==> src/rtl/exibe_sequencia_pkg.sv <==
// Shared definitions for the sequence presenter: state encoding (also decoded by the
// top-level FSM for the hex display) and the ROM geometry.
package exibe_sequencia_pkg;

    localparam int ENDERECO_W = 4;
    localparam int DADO_W     = 4;

    localparam logic [3:0] COD_INICIAL = 4'd0;
    localparam logic [3:0] COD_CARREGA = 4'd1;
    localparam logic [3:0] COD_ACENDE  = 4'd2;
    localparam logic [3:0] COD_APAGA   = 4'd3;
    localparam logic [3:0] COD_PROXIMO = 4'd4;
    localparam logic [3:0] COD_FIM     = 4'd5;

    typedef enum logic [3:0] {
        INICIAL = COD_INICIAL,
        CARREGA = COD_CARREGA,
        ACENDE  = COD_ACENDE,
        APAGA   = COD_APAGA,
        PROXIMO = COD_PROXIMO,
        FIM     = COD_FIM
    } estado_t;

endpackage

==> src/rtl/exibe_sequencia_temporizador.sv <==
// N-bit up-counter with synchronous clear and enable; times the lit and dark phases.
module exibe_sequencia_temporizador #(
    parameter int N = 12
) (
    input  logic         i_clock,
    input  logic         i_reset,
    input  logic         i_clr,
    input  logic         i_en,
    output logic [N-1:0] o_contagem
);

    logic [N-1:0] r_contagem;

    // Counter register: reset and clear dominate, otherwise count while enabled.
    always_ff @(posedge i_clock) begin
        if (!i_reset) begin
            r_contagem <= {N{1'b0}};
        end else if (i_clr) begin
            r_contagem <= {N{1'b0}};
        end else if (i_en) begin
            r_contagem <= r_contagem + {{(N-1){1'b0}}, 1'b1};
        end else begin
            r_contagem <= r_contagem;
        end
    end

    assign o_contagem = r_contagem;

endmodule

==> src/rtl/exibe_sequencia.sv <==
// Memory-game presenter: walks ROM addresses 0..limite and shows each value on the LEDs
// for T_ON cycles followed by T_OFF dark cycles, then pulses pronto.
module exibe_sequencia
    import exibe_sequencia_pkg::*;
#(
    parameter int T_ON  = 1000,
    parameter int T_OFF = 500,
    parameter int N     = 12
) (
    input  logic                  clock,
    input  logic                  reset,
    input  logic                  iniciar,
    input  logic [ENDERECO_W-1:0] limite,
    input  logic [DADO_W-1:0]     dado,
    output logic [ENDERECO_W-1:0] endereco,
    output logic [DADO_W-1:0]     leds,
    output logic                  exibindo,
    output logic                  pronto,
    output logic [3:0]            db_estado
);

    localparam logic [N-1:0] ON_ULTIMO  = N'(T_ON - 1);
    localparam logic [N-1:0] OFF_ULTIMO = N'(T_OFF - 1);

    estado_t               r_estado;
    estado_t               w_proximo;
    logic [ENDERECO_W-1:0] r_endereco;
    logic [ENDERECO_W-1:0] r_lim;
    logic [DADO_W-1:0]     r_leds;
    logic                  r_pronto;
    logic                  r_exibindo;
    logic [N-1:0]          w_timer;
    logic                  w_timer_clr;
    logic                  w_timer_en;

    exibe_sequencia_temporizador #(
        .N (N)
    ) u_temporizador (
        .i_clock    (clock),
        .i_reset    (reset),
        .i_clr      (w_timer_clr),
        .i_en       (w_timer_en),
        .o_contagem (w_timer)
    );

    // Next-state and timer control; the timer is held at zero outside the timed states.
    always_comb begin
        w_proximo   = r_estado;
        w_timer_clr = 1'b1;
        w_timer_en  = 1'b0;
        case (r_estado)
            INICIAL: begin
                if (iniciar) w_proximo = CARREGA;
                else         w_proximo = INICIAL;
            end
            CARREGA: w_proximo = ACENDE;
            ACENDE: begin
                if (w_timer == ON_ULTIMO) begin
                    w_proximo = APAGA;
                end else begin
                    w_proximo   = ACENDE;
                    w_timer_clr = 1'b0;
                    w_timer_en  = 1'b1;
                end
            end
            APAGA: begin
                if (w_timer == OFF_ULTIMO) begin
                    w_proximo = PROXIMO;
                end else begin
                    w_proximo   = APAGA;
                    w_timer_clr = 1'b0;
                    w_timer_en  = 1'b1;
                end
            end
            PROXIMO: begin
                if (r_endereco == r_lim) w_proximo = FIM;
                else                     w_proximo = CARREGA;
            end
            FIM:     w_proximo = INICIAL;
            default: w_proximo = INICIAL;
        endcase
    end

    // State, address, limit and registered outputs. The ROM answers one cycle after the
    // address, so the LEDs load while in ACENDE rather than on the entering edge.
    always_ff @(posedge clock) begin
        if (!reset) begin
            r_estado   <= INICIAL;
            r_endereco <= {ENDERECO_W{1'b0}};
            r_lim      <= {ENDERECO_W{1'b0}};
            r_leds     <= {DADO_W{1'b0}};
            r_pronto   <= 1'b0;
            r_exibindo <= 1'b0;
        end else begin
            r_estado <= w_proximo;
            if (r_estado == INICIAL && iniciar) begin
                r_lim      <= limite;
                r_endereco <= {ENDERECO_W{1'b0}};
            end else if (r_estado == PROXIMO && r_endereco != r_lim) begin
                r_lim      <= r_lim;
                r_endereco <= r_endereco + {{(ENDERECO_W-1){1'b0}}, 1'b1};
            end else begin
                r_lim      <= r_lim;
                r_endereco <= r_endereco;
            end
            r_leds     <= (r_estado == ACENDE) ? dado : {DADO_W{1'b0}};
            r_pronto   <= (r_estado == FIM);
            r_exibindo <= (w_proximo != INICIAL);
        end
    end

    assign endereco  = r_endereco;
    assign leds      = r_leds;
    assign pronto    = r_pronto;
    assign exibindo  = r_exibindo;
    assign db_estado = r_estado;

endmodule

==> config.mk <==
export PLATFORM = sky130hd
export DESIGN_NAME = exibe_sequencia
export DESIGN_NICKNAME = d
export VERILOG_FILES = /design/src/rtl/exibe_sequencia_pkg.sv /design/src/rtl/exibe_sequencia_temporizador.sv /design/src/rtl/exibe_sequencia.sv
export SDC_FILE = /design/constraint.sdc
export NUM_CORES = 1
export LEC_CHECK = 0
export BUFFER_PORTS_ARGS = -buffer_cell sky130_fd_sc_hd__clkbuf_2
export CAP_MARGIN = 20
export CORE_MARGIN = 2
export CORE_UTILIZATION = 40
export DETAILED_ROUTE_END_ITERATION = 8
export SLEW_MARGIN = 10
export SYNTH_ARGS = -nofsm -noshare
export SYNTH_HDL_FRONTEND = slang
export SYNTH_HIERARCHICAL = 1
export SYNTH_SLANG_ARGS = --single-unit
export TNS_END_PERCENT = 100
==> constraint.sdc <==
create_clock -name clock -period 5.3 [get_ports clock]
set_clock_uncertainty 0.05 [all_clocks]
set_input_delay 0.265 -clock clock [delete_from_list [all_inputs] [get_ports clock]]
set_output_delay 0.265 -clock clock [all_outputs]
set_load 0.01 [all_outputs]
After elaboration in Yosys (flattened, before gate mapping):

Cells that the tools add are included.

* bits of input ports: 11
* output and inout bits: 14
* word-level logic and storage cells: 37
* bits in registers: 30

* reductions and logical operators: 7
* bitwise gates (word level): 1
* multiplexer cells: 11
* add/sub/neg operators: 2
* equality and inequality tests: 9

Operators by type and width (count)
* $pmux W4 S5: 1
* $add A12 B1 Y12 const B: 1
* $eq A12 B10 Y1 const B: 1
* $eq A12 B9 Y1 const B: 1
* $eq A4 B2 Y1 const B: 2
* $eq A4 B3 Y1 const B: 2
* $mux W1: 6
* $mux W3: 2
* $add A4 B1 Y4 const B: 1
* $eq A4 B1 Y1 const B: 1
* $eq A4 B4 Y1: 1
* $logic_not A4 Y1: 1
* $ne A4 B4 Y1: 1
* $pmux W1 S2: 2
* $reduce_bool A4 Y1: 1
* $reduce_or A2 Y1: 2
* $logic_and A1 B1 Y1: 2
* $reduce_and A2 Y1: 1
* $not A1 Y1: 1

Logic depth before layout (Yosys ltp):

* word-level depth: 4
* depth in mapped cells: 8
* mapped depth without buffers: 7

Hierarchy:

Netlist, hierarchy kept.

Modules (own cells, without submodules)
* exibe_sequencia: area each 839.6 um2, cells an instance 83, instances 1, sequential area each 340.3 um2
* exibe_sequencia_temporizador: area each 558.0 um2, cells an instance 60, instances 1, sequential area each 240.2 um2

Worst setup path after synthesis:

Ideal clock, no wire load.

* path kind: register to register
* start: register r_estado[0], in the netlist db_estado[0]
* end: register u_temporizador.r_contagem[8], in the netlist u_temporizador/o_contagem[8]
* required time: 5.179 ns
* path buffers: 2
* period minus slack after synthesis: 1.850 ns
* arrival: 1.730 ns
* setup time: 0.071 ns
* slack: 3.450 ns
* stages on the path, launching flop included: 9
* path through: dfxtp_1 > buf_6 > nor3_1 > a21oi_1 > o21a_1 > buf_2 > nand3_1 > or4_1 > a21oi_1

* elaborated cells between the ends (all ways): 5
* those cells by class: eq/ne: 2; mux: 2; reduce/logical: 1

RTL lines
* start, declared: line exibe_sequencia.sv:25 `estado_t r_estado;`
* start signal, assigned: line exibe_sequencia.sv:95 `r_estado <= w_proximo;`
* $eq A4 B2 Y1: line exibe_sequencia.sv:51 `case (r_estado)`
* $pmux W1 S2 *: line exibe_sequencia.sv:51
* via w_timer_en: line exibe_sequencia.sv:34 `logic w_timer_en;`
* end signal, assigned: line exibe_sequencia_temporizador.sv:19 `r_contagem <= {N{1'b0}};`
* end signal, assigned: line exibe_sequencia_temporizador.sv:21 `r_contagem <= r_contagem + {{(N-1){1'b0}}, 1'b1};`
* end signal, assigned: line exibe_sequencia_temporizador.sv:23 `r_contagem <= r_contagem;`
* end, declared: line exibe_sequencia_temporizador.sv:12 `logic [N-1:0] r_contagem;`

The timed path passes the listed nets; every way through them passes the cells marked *.
A chain may end at the register's enable or synchronous reset.

Worst setup path after layout:

Ends and elaborated chain as after synthesis.

==> key figures <==
Die
  • Core area: 0.003337 mm^2
  • Chip height: 63.11 um
  • Top-Level Pins: 25
  • Die area: 0.003983 mm^2
  • Row count: 21
  • Die X: 63.11 um
  • Initial Util: 41.88%

Place
  • Placed Cells: 208
  • # port buffers: 23
  • RePlAce Congestion: 0.8849
  • HPWL after detailed placement: 1.895 mm

Power
  • Pwr Total: 0.4168 mW
  • Pwr Density: 258.4 mW/mm^2
  • Worst vdd ir: 0.0001491 V
  • Sequential Power Share: 54.9%
  • Internal power component: 0.3163 mW
  • Switching Fraction: 24.10%
  • Clock share of power: 36.8%
  • Leak: 0.6477 nW
  • Psw: 0.1004 mW
  • Combinational fraction of design power: 8.4%

Yosys
  • Synth warn: 6
  • Most frequent cells after synthesis: dfxtp_1, a21oi_1, nand2_1
  • Synthesized instance count: 143
  • Post-synth top area share: 41.54%
  • Seq/Total Area, Yosys: 41.54%
  • Ys flop type: dfxtp_1
  • Number of synthesized flops with an enable pin: 0
  • Syn_area_per_cell: 9.773 um^2
  • FFs w/ async S/R, synth: 0%
  • Synth Register Bits: 29
  • Mapped Area: 0.001398 mm^2
  • Top cells by area, synth: dfxtp_1, mux2i_1, xor2_1, a21oi_1, nand4_4
  • Synth area leader: dfxtp_1
  • Synthesized net count: 156
  • Count leader, synth: dfxtp_1
  • Synth unique cells: 45

Hold path
  • HP Start: dado[2]
  • Worst hold path type: input port to register
  • Worst Hold Depth: 2
  • Hold EP: leds[2]

Worst setup path
  • Worst R2R Path Depth: 6
  • CP Launch Type: register
  • Critical Path RT: 5490 ps
  • Reg-to-Reg End: u_temporizador/o_contagem[8]
  • Register-to-register setup slack: 3090 ps
  • Critical path peak fanout: 12
  • Crit path DAT: 2400 ps
  • WS Path Type: register to register
  • FF-to-FF Start: db_estado[0]
  • CP Capture Type: register

Global route
  • Gr usage total: 13.95%
  • Total grt overflow: 0
  • Met3 Use GR: 5.893%
  • Initial antenna violation count: 0
  • Number of global-route vias before repair: 1003
  • Largest net degree at the start of global routing: 13
  • Met1 Track Usage GR: 16.96%
  • Global routing's busiest layer: met2
  • Met2 Use GR: 21.54%
  • First-pass GRT wire length: 4.326 mm

Status
  • Outcome: finished clean

STA
  • Fin. Hold Viols: 0
  • Final Max Slew Viols: 0
  • Final period utilization: 41.73%
  • Final Setup Violations: 0
  • Min Tclk post-route: 2212 ps
  • RSZ-0062 raised after global routing: false
  • Final setup TNS: 0 ps
  • Peak Freq: 0.4522 GHz

Drt
  • DR vias: 1129
  • Drt wl/cell: 11.88 um
  • Pre-Repair DR Iteration Count: 4
  • Initial detailed-routing violation count: 114
  • Routed wire length: 2.566 mm
  • Antenna-violating nets left: 0
  • DRC: 0
  • DR vias/cell: 5.227

CTS
  • TritonCTS Buffers: 5
  • Post-CTS sizing: 0
  • CTS max path bufs: 2
  • H-tree depth: 2
  • CTS clk-pin slew, worst paths: 90 ps
  • Number of setup buffers added after CTS: 0
  • Worst skew pair latency: 320 ps
  • Clk sinks: 29
  • Hold_buf cts: 0
  • TritonCTS clock tree: done
  • CTS Root Cell: clkbuf_4

Cells and area
  • Antenna diode count: 0
  • Synth-to-Final Area Change: 15.40%
  • Final cell count without fillers: 216
  • Final Net Count: 182
  • Fraction of layout cells with a size suffix above 1: 23.53%

Job
  • Max Cap Viol: 0
==> per-layer routing <==
layer  share of wire (%)  wire length [um]
met5                   0                 0
met4                 1.3                34
met3                 5.3               135
met2                  47              1210
met1                  46              1186
==> critical path, stage by stage, from the launching register on <==
cell     delay, ps
dfxtp_1        610
nor3_1         130
a21oi_1        170
o21a_1         320
nand3_1        240
or4_1          440
a21oi_1        180
==> state kept, by name, summed over array words and instances, names as in the netlist <==
signal / flops
db_estado: 3
endereco: 4
exibindo: 1
leds: 4
pronto: 1
r_lim: 4
u_temporizador/o_contagem: 12
==> power groups by stage <==
stage	registers (mW)	logic, mW	clock network, mW
2_1_floorplan	0.233	0.0267	0
3_3_place_gp	0.234	0.0346	0
3_5_place_dp	0.234	0.0349	0
4_1_cts	0.229	0.0351	0.158
5_1_grt	0.230	0.0387	0.171
6_report	0.229	0.0348	0.153
==> cell type report <==
cell class	count	area [um^2]
fill	331	1724
multi-input combinational	105	770.7
sequential	29	580.6
timing repair buffer	23	115.1
clock buffer	7	65.06
tap	46	57.56
inverter	5	18.77
clock inverter	1	5.005
==> cell families (layout without fill, tap and decap cells) <==
family,count (synthesis),in the layout,synth area share (%)
muxes,7,7,5.014
xor gates and xnor gates,9,9,5.640
adders and majority gates,2,2,1.790
AOI/OAI and AO/OA,28,28,13.70
and+or+nand+nor,58,58,28.74
other,1,1,0.2683
buffers and inverters,9,36,3.312
DFF,29,29,41.54
==> worst max-delay path by stage <==
stage                                   end  slack (ps)  depth (start not counted)          from
2_1_floorplan  u_temporizador/o_contagem[8]        3450                          8  db_estado[0]
3_3_place_gp   u_temporizador/o_contagem[8]        3250                          6  db_estado[0]
3_5_place_dp   u_temporizador/o_contagem[8]        3140                          6  db_estado[0]
4_1_cts        u_temporizador/o_contagem[8]        3090                          6  db_estado[0]
5_1_grt        u_temporizador/o_contagem[8]        2950                          6  db_estado[0]
6_report       u_temporizador/o_contagem[8]        3090                          6  db_estado[0]
==> per-stage QoR <==
| stage | cell area (um^2) | hold WS (ps) | utilization [%] | setup slack, ps |
|---|---|---|---|---|
| floorplan | 1398 | 336.7 | - | 3450 |
| global placement | 1543 | 414.0 | 46.23 | 3251 |
| detailed placement | 1543 | 421.7 | 46.23 | 3143 |
| CTS | 1613 | 67.94 | 48.33 | 3095 |
| global route | 1613 | 70.94 | 48.33 | 2946 |
| finish | 1613 | 81.92 | 48.33 | 3088 |
==> placed cells by master, fill, tap and decap left out, types with 2 or more instances in the layout <==
| cell | count |
|---|---|
| o31ai_1 | 2 |
| dfxtp_1 | 29 |
| nor4_1 | 2 |
| a21oi_1 | 10 |
| mux2i_1 | 7 |
| clkbuf_2 | 23 |
| o21ai_0 | 7 |
| or3_1 | 4 |
| nand3_1 | 4 |
| or4_1 | 2 |
| nor2b_1 | 5 |
| clkbuf_4 | 5 |
| and2_1 | 5 |
| inv_1 | 5 |
| clkbuf_8 | 2 |
| nand4_1 | 3 |
| nand2_1 | 9 |
| ha_1 | 2 |
| nand2b_1 | 2 |
| nand4_4 | 2 |
| o21a_1 | 2 |
| xor2_1 | 8 |
| nor2_1 | 8 |
Note: power is estimated with default switching activity, not from simulation.
